`config.mk`:
```
export PLATFORM = sky130hd
export DESIGN_NAME = ps2_player_inputs
export DESIGN_NICKNAME = d
export VERILOG_FILES = /design/src/rtl/ps2_player_inputs.sv
export SDC_FILE = /design/constraint.sdc
export NUM_CORES = 1
export LEC_CHECK = 0
export BUFFER_PORTS_ARGS = -buffer_cell sky130_fd_sc_hd__buf_2
export CORE_AREA = 2 2 89 91
export DETAILED_ROUTE_END_ITERATION = 16
export DIE_AREA = 0 0 91 93
export GPL_ROUTABILITY_DRIVEN = 0
export GPL_TIMING_DRIVEN = 0
export SLEW_MARGIN = 40
export SYNTH_ARGS = -nofsm -noshare
export SYNTH_HDL_FRONTEND = slang
export SYNTH_SLANG_ARGS = --single-unit
```
`constraint.sdc`:
```
create_clock -name clk -period 2.65 [get_ports clk]
set_input_delay 0.3975 -clock clk [delete_from_list [all_inputs] [get_ports clk]]
set_output_delay 0.3975 -clock clk [all_outputs]
set_load 0.05 [all_outputs]
```
`src/rtl/ps2_player_inputs.sv`:
```
`timescale 1ns/1ps
// ---------------------------------------------------------------------------
// ps2_player_inputs
//
// Turns a PS/2 keyboard into held-key state for two players sharing one
// keyboard. The PS/2 clock and data lines are synchronized into the system
// clock domain. Each falling edge of the keyboard clock shifts in one bit of
// an 11-bit frame. Accepted scancode bytes then drive a small decoder that
// tracks the E0 (extended) and F0 (break) prefixes. That decoder sets or
// clears one bit per mapped key.
//
// Parameters
//   TIMEOUT_CYCLES  clk cycles without a PS/2 falling edge before a partially
//                   received frame is abandoned
//
// Ports
//   clk        system clock (100 MHz), the only clock of the block
//   reset      asynchronous active-low reset
//   ps2_clk    keyboard clock line, asynchronous to clk
//   ps2_data   keyboard data line, asynchronous to clk
//   p1_inputs  player 1 held keys {shield, attack, down, up, right, left, center}
//   p2_inputs  player 2 held keys, same bit layout as p1_inputs
//   rx_byte    last scancode byte accepted by the frame receiver
//   rx_valid   one-cycle pulse when rx_byte is updated
//   frame_err  one-cycle pulse when a frame is rejected or times out
//
// Build options
//   PS2_PARITY_CHECK_EN  when defined, frames with bad odd parity are rejected;
//                        when undefined, the parity bit is received but ignored
// ---------------------------------------------------------------------------
module ps2_player_inputs #(
  parameter int TIMEOUT_CYCLES = 100000
) (
  input  logic       clk,
  input  logic       reset,
  input  logic       ps2_clk,
  input  logic       ps2_data,
  output logic [6:0] p1_inputs,
  output logic [6:0] p2_inputs,
  output logic [7:0] rx_byte,
  output logic       rx_valid,
  output logic       frame_err
);

  localparam int              TW     = $clog2(TIMEOUT_CYCLES + 1);
  localparam logic [TW-1:0]   TLIMIT = TW'(TIMEOUT_CYCLES);

  // Key bit positions inside a player vector
  localparam logic [2:0] KEY_CENTER = 3'd0;
  localparam logic [2:0] KEY_LEFT   = 3'd1;
  localparam logic [2:0] KEY_RIGHT  = 3'd2;
  localparam logic [2:0] KEY_UP     = 3'd3;
  localparam logic [2:0] KEY_DOWN   = 3'd4;
  localparam logic [2:0] KEY_ATTACK = 3'd5;
  localparam logic [2:0] KEY_SHIELD = 3'd6;

  // Prefix tracking for the scancode decoder
  localparam logic [1:0] ST_IDLE    = 2'd0;
  localparam logic [1:0] ST_EXT     = 2'd1;
  localparam logic [1:0] ST_BRK     = 2'd2;
  localparam logic [1:0] ST_EXT_BRK = 2'd3;

  logic          clk_s1;
  logic          clk_s2;
  logic          clk_s3;
  logic          data_s1;
  logic          data_s2;
  logic          ps2_fall;

  logic [3:0]    bit_cnt;
  logic [7:0]    shift_reg;
  logic          parity_bit;
  logic [TW-1:0] timeout_cnt;
  logic          timed_out;
  logic          parity_ok;

  logic [1:0]    state;
  logic          is_ext;
  logic          is_brk;
  logic          key_hit;
  logic          key_p2;
  logic [2:0]    key_bit;
  logic [6:0]    key_mask;

  // Two-flop synchronizers for both PS/2 lines. A third flop on the clock
  // line gives the previous synchronized value for falling-edge detection.
  // All flops reset to 1, which is the idle level of the PS/2 bus.
  always_ff @(posedge clk or negedge reset) begin
    if (!reset) begin
      clk_s1  <= 1'b1;
      clk_s2  <= 1'b1;
      clk_s3  <= 1'b1;
      data_s1 <= 1'b1;
      data_s2 <= 1'b1;
    end else begin
      clk_s1  <= ps2_clk;
      clk_s2  <= clk_s1;
      clk_s3  <= clk_s2;
      data_s1 <= ps2_data;
      data_s2 <= data_s1;
    end
  end

  assign ps2_fall = clk_s3 & ~clk_s2;

  // A timeout only matters while a frame is in progress. When idle, the
  // counter simply sits at its saturation value.
  assign timed_out = (bit_cnt != 4'd0) && (timeout_cnt == TLIMIT);

`ifdef PS2_PARITY_CHECK_EN
  // Odd parity: data bits plus parity bit must contain an odd number of ones
  assign parity_ok = ^{shift_reg, parity_bit};
`else
  logic parity_unused;
  assign parity_unused = parity_bit;
  assign parity_ok     = 1'b1;
`endif

  // Frame receiver. bit_cnt 0 waits for a start bit. Counts 1..8 shift data
  // in LSB first, count 9 takes the parity bit, and count 10 checks the stop
  // bit. A start bit sampled high is treated as line noise and ignored
  // silently. The status pulses appear on the cycle after the edge that
  // completes the frame.
  always_ff @(posedge clk or negedge reset) begin
    if (!reset) begin
      bit_cnt     <= 4'd0;
      shift_reg   <= 8'h00;
      parity_bit  <= 1'b0;
      timeout_cnt <= '0;
      rx_byte     <= 8'h00;
      rx_valid    <= 1'b0;
      frame_err   <= 1'b0;
    end else begin
      rx_valid  <= 1'b0;
      frame_err <= 1'b0;
      if (ps2_fall) begin
        timeout_cnt <= '0;
        case (bit_cnt)
          4'd0: begin
            if (!data_s2) begin
              bit_cnt <= 4'd1;
            end
          end
          4'd9: begin
            parity_bit <= data_s2;
            bit_cnt    <= 4'd10;
          end
          4'd10: begin
            bit_cnt <= 4'd0;
            if (data_s2 && parity_ok) begin
              rx_byte  <= shift_reg;
              rx_valid <= 1'b1;
            end else begin
              frame_err <= 1'b1;
            end
          end
          default: begin
            shift_reg <= {data_s2, shift_reg[7:1]};
            bit_cnt   <= bit_cnt + 4'd1;
          end
        endcase
      end else if (timed_out) begin
        bit_cnt   <= 4'd0;
        frame_err <= 1'b1;
      end else if (timeout_cnt != TLIMIT) begin
        timeout_cnt <= timeout_cnt + 1'b1;
      end
    end
  end

  assign is_ext = (state == ST_EXT) || (state == ST_EXT_BRK);
  assign is_brk = (state == ST_BRK) || (state == ST_EXT_BRK);

  // Scancode to key lookup. Extended codes are looked up in their own table
  // only, so a prefixed code never aliases to a plain key.
  always_comb begin
    key_hit = 1'b0;
    key_p2  = 1'b0;
    key_bit = KEY_CENTER;
    if (!is_ext) begin
      case (rx_byte)
        8'h1C: begin key_hit = 1'b1; key_bit = KEY_LEFT;   end
        8'h23: begin key_hit = 1'b1; key_bit = KEY_RIGHT;  end
        8'h1D: begin key_hit = 1'b1; key_bit = KEY_UP;     end
        8'h1B: begin key_hit = 1'b1; key_bit = KEY_DOWN;   end
        8'h2B: begin key_hit = 1'b1; key_bit = KEY_ATTACK; end
        8'h34: begin key_hit = 1'b1; key_bit = KEY_SHIELD; end
        8'h29: begin key_hit = 1'b1; key_bit = KEY_CENTER; end
        8'h4B: begin key_hit = 1'b1; key_p2 = 1'b1; key_bit = KEY_ATTACK; end
        8'h42: begin key_hit = 1'b1; key_p2 = 1'b1; key_bit = KEY_SHIELD; end
        8'h5A: begin key_hit = 1'b1; key_p2 = 1'b1; key_bit = KEY_CENTER; end
        default: ;
      endcase
    end else begin
      case (rx_byte)
        8'h6B: begin key_hit = 1'b1; key_p2 = 1'b1; key_bit = KEY_LEFT;  end
        8'h74: begin key_hit = 1'b1; key_p2 = 1'b1; key_bit = KEY_RIGHT; end
        8'h75: begin key_hit = 1'b1; key_p2 = 1'b1; key_bit = KEY_UP;    end
        8'h72: begin key_hit = 1'b1; key_p2 = 1'b1; key_bit = KEY_DOWN;  end
        default: ;
      endcase
    end
  end

  assign key_mask = 7'b0000001 << key_bit;

  // Scancode decoder. Prefix bytes only move the state. Every other byte
  // applies its make or break action and returns to IDLE. A rejected frame
  // drops any pending prefix but keeps the held keys as they are. Opposing
  // directions are not arbitrated here.
  always_ff @(posedge clk or negedge reset) begin
    if (!reset) begin
      state     <= ST_IDLE;
      p1_inputs <= 7'd0;
      p2_inputs <= 7'd0;
    end else if (frame_err) begin
      state <= ST_IDLE;
    end else if (rx_valid) begin
      if ((rx_byte == 8'hE0) && (state == ST_IDLE)) begin
        state <= ST_EXT;
      end else if ((rx_byte == 8'hF0) && (state == ST_IDLE)) begin
        state <= ST_BRK;
      end else if ((rx_byte == 8'hF0) && (state == ST_EXT)) begin
        state <= ST_EXT_BRK;
      end else begin
        state <= ST_IDLE;
        if (key_hit) begin
          if (key_p2) begin
            p2_inputs <= is_brk ? (p2_inputs & ~key_mask) : (p2_inputs | key_mask);
          end else begin
            p1_inputs <= is_brk ? (p1_inputs & ~key_mask) : (p1_inputs | key_mask);
          end
        end
      end
    end
  end

endmodule

```
==> impl_metrics.py, run 1 <==
metrics = {
    "synthesis": {
        "syn_area_um2": 3290,
        "yosysWarnings": 0,
        "async_flop_share_pct": 100,
        "ys_seq_area_share_pct": 45.8,
        "avgSynthCellArea_um2": 10.6,
        "ys.flop_type": "dfrtp_1",
        "syn_nets": 321,
        "synth_seq_cells": 60,
        "synth_cells": 311,
        "synth_cell_types": 67,
        "synth-edff-count": 0,
    },
    "detailed_routing": {
        "first_iter_violations": 97,
        "drtPass1Iterations": 4,
        "routedWlPerCell_um": 14.4,
        "via_per_inst": 5.31,
        "drc": 0,
        "via_count": 2418,
        "wl_um": 6570,
        "drtAntennaViolNets": 0,
    },
    "timing": {
        "hold_viol_final": 0,
        "slew-limit-headroom_pct": 62.2,
        "setup_ws_ns": 0.503,
        "post-route-period-util_pct": 81.0,
        "worstMarginPinSlew_ns": 0.566,
        "finalSetupViolCount": 0,
        "finalClockSkew_ns": 0.00705,
        "drv_slew": 0,
        "min_period_ns": 2.15,
        "finalSetupTns_ns": 0,
        "max_freq_ghz": 0.466,
        "rsz0062_at_grt": "false",
    },
    "final_layout": {
        "n_antenna_cell": 0,
        "layout.nets": 359,
        "final_area_um2": 3790,
        "syn_to_final_growth_pct": 15.0,
        "fillerInstances": 732,
        "fin_cells": 455,
        "drive_gt1_share_pct": 26.3,
    },
    "floorplanning": {
        "ioPinCount": 28,
        "die_area_um2": 8460,
        "die_w_um": 91,
        "start_util_pct": 43.8,
        "rows": 32,
        "coreArea_um2": 7530,
        "fp.dieH_um": 93,
    },
    "global_routing": {
        "grt.overflow.total": 0,
        "grt_max_degree": 61,
        "grt_pass1_wl_um": 11600,
        "grt_pass1_vias": 2437,
        "antenna_found_initial": 0,
        "grt_use_total_pct": 17.4,
    },
    "clocking": {
        "cts_num_sinks": 60,
        "post_cts_buffers": 0,
        "cts-resized-gates": 0,
        "cts-hold-fix-buffers": 0,
        "tritoncts": "done",
        "cts_root_buf": "clkbuf_8",
        "path_clk_slew_ns": 0.07,
        "clockBufferDepth": 2,
        "cts_buffers": 9,
        "clk_latency_ns": 0.34,
        "htreeDepth": 3,
    },
    "worst_setup_path": {
        "required_ns": 2.91,
        "cp-end-kind": "flip-flop",
        "ff2ff_setup_slack_ns": 0.50,
        "crit_type": "reg2reg",
        "worst-r2r-cell-count": 7,
        "cp-start-kind": "flip-flop",
        "cp_max_fo": 10,
        "cp.arrival_ns": 2.41,
        "timing.rr.start": "rx_byte[1]",
    },
    "placement": {
        "postPlaceCellArea_um2": 3560,
        "pre_cts_ws_ns": 0.521,
        "dpl.hpwl_um": 4590,
        "io_buffers": 27,
        "place_inst": 440,
    },
    "hold_path": {
        "min_path_type": "in2async",
    },
    "pwr": {
        "p_leak_nw": 1.80,
        "vdd_drop_max_v": 0.000502,
        "p_per_area_nw_per_um2": 638,
    },
    "status": {
        "outcome": "complete, no violations",
    },
    "run": {
        "cap_violations": 0,
    },
}
==> worst max-delay path, cell delays in order, from the launching register on <==
cell	delay, ns
dfrtp_1	0.37
buf_4	0.18
nor4b_2	0.56
o2bb2ai_2	0.20
a211oi_1	0.11
a22o_2	0.34
nand3_1	0.11
mux2i_1	0.19
==> logic make-up (layout without fill, tap and decap cells) <==
group | count (synthesis) | count (layout) | synth area share [%]
AOI/OAI and AO/OA | 49 | 49 | 12.5
xor gates and xnor gates | 16 | 16 | 4.25
adders and majority gates | 6 | 6 | 2.28
buffers and inverters | 31 | 73 | 4.29
DFF | 60 | 60 | 45.8
muxes | 28 | 28 | 9.12
and+or+nand+nor | 121 | 121 | 21.8
==> final cells by class <==
class	count	area, um^2	share of cell area [%]
plain buffers	13	73.8	1.95
clock buffers	11	151	4.00
clock inverters	4	72.6	1.92
inverters	18	67.6	1.78
multi-input cells	220	1650	43.4
flip-flops and latches	60	1510	39.8
well taps	102	128	3.37
repair buffers	27	141	3.73
==> synth_stat cells, types with 2 or more instances <==
cell type,count,area [um^2]
nand2b_1,7,43.8
and3b_1,4,35.0
clkbuf_1,4,15.0
nor2_1,28,105
and3_1,4,25.0
buf_6,2,22.5
nor4b_2,2,30.0
ha_1,6,75.1
nand2_1,24,90.1
xnor2_1,5,43.8
nor3_1,3,15.0
xor2_1,11,96.3
or3b_1,2,17.5
a21oi_1,10,50.1
nand3_1,12,60.1
dfrtp_1,55,1380
dfstp_2,5,131
or3_1,2,12.5
nor3_2,2,20.0
nor4_1,3,18.8
o21ai_0,13,65.1
and2_1,3,18.8
nor2b_1,2,12.5
nor3b_1,3,22.5
nor4bb_1,2,20.0
nand4_1,3,18.8
o21ai_1,2,10.0
nand3b_1,3,22.5
mux2_2,16,180
nand2b_4,2,27.5
inv_1,18,67.6
o22ai_1,2,12.5
o31ai_1,2,15.0
mux2i_1,12,120
buf_2,5,25.0
==> routing by layer <==
metal	global-route usage (%)	share of wire, %	vias up
li1	-	-	1173
met1	23.0	46	1186
met2	27.2	47	44
met3	4.83	4.5	15
met4	6.69	2.3	0
met5	0	0	-
==> power by group <==
group	internal (mW)	switching, mW
Sequential	1.03	0.111
Clock	0.574	0.357
Combinational	0.171	0.177
==> worst max-delay path by stage <==
stage / slack (ns) / endpoint / start
after floorplan: 0.48 / flip-flop / rx_byte[6]
after global placement: 0.55 / flip-flop / rx_byte[1]
after detailed placement: 0.52 / flip-flop / rx_byte[4]
after CTS: 0.51 / flip-flop / rx_byte[1]
after global routing: 0.36 / flip-flop / rx_byte[1]
final: 0.50 / flip-flop / rx_byte[1]
==> placed cells by master, fill, tap and decap left out, types with 10 or more instances in the layout <==
cell type | netlist | layout
a21oi_1 | 10 | 10
buf_2 | 5 | 31
clkbuf_8 | 0 | 11
dfrtp_1 | 55 | 55
inv_1 | 18 | 18
mux2_2 | 16 | 16
mux2i_1 | 12 | 12
nand2_1 | 24 | 24
nand3_1 | 12 | 12
nor2_1 | 28 | 28
o21ai_0 | 13 | 13
xor2_1 | 11 | 11
==> through the flow <==
stage	utilization (%)	power, mW	hold WS, ns
2_1_floorplan	-	1.40	0.102
3_3_place_gp	47.3	1.49	0.346
3_5_place_dp	47.3	1.51	0.347
4_1_cts	50.3	2.45	0.140
5_1_grt	50.3	2.56	0.0451
6_report	50.3	2.42	0.0125
Power figures use the tool's default switching activity.
==> run 2: changes to the inputs <==
clock period = 1.9 ns   (was 2.65 ns; I/O delays follow)
==> impl_metrics.py, run 2 (synthesis results as in run 1) <==
metrics = {
    "clocking": {
        "htreeDepth": 3,
        "cts_num_sinks": 60,
        "clockBufferDepth": 2,
        "clk_latency_ns": 0.35,
        "cts_root_buf": "clkbuf_8",
        "tritoncts": "done",
        "path_clk_slew_ns": 0.07,
        "cts_buffers": 9,
    },
    "timing": {
        "rsz0062_at_grt": "true",
        "finalSetupViolCount": 14,
        "min_period_ns": 1.99,
        "setup_ws_ns": -0.0939,
        "timing.hold.ws_ns": 0.0373,
        "drv_slew": 0,
        "slew-limit-headroom_pct": 64.2,
        "hold_viol_final": 0,
        "finalClockSkew_ns": 0.0129,
        "post-route-period-util_pct": 105,
        "max_freq_ghz": 0.502,
        "worstMarginPinSlew_ns": 0.538,
    },
    "floorplanning": {
        "rows": 32,
        "start_util_pct": 43.8,
        "coreArea_um2": 7530,
        "ioPinCount": 28,
        "fp.dieH_um": 93,
        "die_w_um": 91,
        "die_area_um2": 8460,
    },
    "placement": {
        "pre_cts_ws_ns": -0.192,
        "io_buffers": 27,
        "dpl.hpwl_um": 4490,
    },
    "status": {
        "violations": "negative setup slack",
        "outcome": "finished with violations",
    },
    "worst_setup_path": {
        "cpPeakStageDelay_ns": 0.45,
        "cp_max_fo": 10,
        "critPathSlowestCell": "dfrtp_2",
        "critical-path-top-delay-family": "simple AND/OR/NAND/NOR gates",
        "ff2ff_setup_slack_ns": -0.09,
        "crit_path_cell_trace": "buf_4 > xnor2_1 > nor4_4 > or2_4 > o31a_4 > nand2b_4 > mux2i_1",
        "cp-end-kind": "flip-flop",
        "cp.arrival_ns": 2.21,
        "critical_path_buf_inv_count": 1,
        "crit_type": "reg2reg",
        "cp-start-kind": "flip-flop",
        "required_ns": 2.12,
    },
    "pwr": {
        "p_per_area_nw_per_um2": 882,
        "vdd_drop_max_v": 0.000508,
        "p_leak_nw": 1.94,
    },
    "detailed_routing": {
        "first_iter_violations": 115,
        "drtPass1Iterations": 4,
        "routedWlPerCell_um": 14.4,
        "drc": 0,
        "via_count": 2513,
        "via_per_inst": 5.28,
        "drtAntennaViolNets": 0,
        "wl_um": 6860,
    },
    "final_layout": {
        "multiInputGateArea_um2": 1810,
        "layout.nets": 379,
        "drive_gt1_share_pct": 39.3,
        "layout_common_cells": "dfrtp_1 (46), nor2_1 (28), buf_2 (26), buf_4 (23), nand2_1 (22)",
        "fin_util_pct": 55.7,
        "syn_to_final_growth_pct": 27.2,
        "final_common_cell": "dfrtp_1",
        "fillerInstances": 687,
        "seq_area_um2": 1520,
        "n_antenna_cell": 0,
    },
    "global_routing": {
        "grt.overflow.total": 0,
        "antenna_found_initial": 0,
        "grt_pass1_vias": 2473,
        "grt_pass1_wl_um": 11700,
        "grt_use_total_pct": 17.5,
        "grt_max_degree": 61,
    },
    "run": {
        "cap_violations": 0,
    },
    "hold_path": {
        "min_path_type": "in2reg",
    },
}
[run 2: cell count changes in the layout (fill, tap and decap cells not counted), moves of 3 or more]
cell     delta
buf_4      +22
dfrtp_1     -9
dfrtp_2     +9
buf_2       -5
o21ai_0     -3
[run 2: routing by layer]
metal | global-route usage [%] | routed length [um] | vias to the layer above
li1 | - | - | 1218
met1 | 22.5 | 3080 | 1221
met2 | 27.5 | 3300 | 55
met3 | 3.95 | 280 | 19
met4 | 9.47 | 201 | 0
met5 | 0 | 0 | -
[run 2: final timing paths]
check                        endpoint  cells after the start        from
setup / recovery            flip-flop                      7  rx_byte[6]
hold / removal                data_s1                      1    ps2_data
setup reg to reg            flip-flop                      7  rx_byte[6]
hold reg to reg                clk_s2                      0      clk_s1
max in group asynchronous  rx_byte[7]                      2       reset
min in group asynchronous  rx_byte[0]                      2       reset
[run 2: power by group]
| part | total [mW] | internal, mW | switching [mW] | leakage [nW] |
|---|---|---|---|---|
| Sequential | 1.59 | 1.44 | 0.154 | 0.785 |
| Combinational | 0.573 | 0.297 | 0.276 | 1.03 |
| Clock | 1.53 | 1.01 | 0.526 | 0.127 |
[run 2: layout make-up]
type                            instances  share of cell area [%]
Buffer                                 11                    2.12
Tap cell                              102                    3.04
Sequential cell                        60                    36.2
Inverter                               18                    1.61
Timing Repair Buffer                   49                    7.46
Clock inverter                          6                    3.25
Multi-Input combinational cell        220                    43.2
Clock buffer                           10                    3.04
[run 2: timing repair]
item / in CTS / in global routing
pin swaps: 10 / 9
hold endpoints to repair: 0 / 55
buffers inserted: 16 / 5
resized for setup: 32 / 11
endpoints found under the setup margin: 31 / 43
hold buffers: 0 / 1
[run 2: through the flow]
step           cell area, um^2  instances  setup TNS [ns]  power [mW]
4_1_cts                   4100        470          -0.651        3.68
5_1_grt                   4190        476           -2.10        3.90
3_3_place_gp              3590        440           -2.64        2.07
3_5_place_dp              3590        440           -3.05        2.10
2_1_floorplan             3320        311           -1.20        1.95
6_report                  4190        476          -0.905        3.70
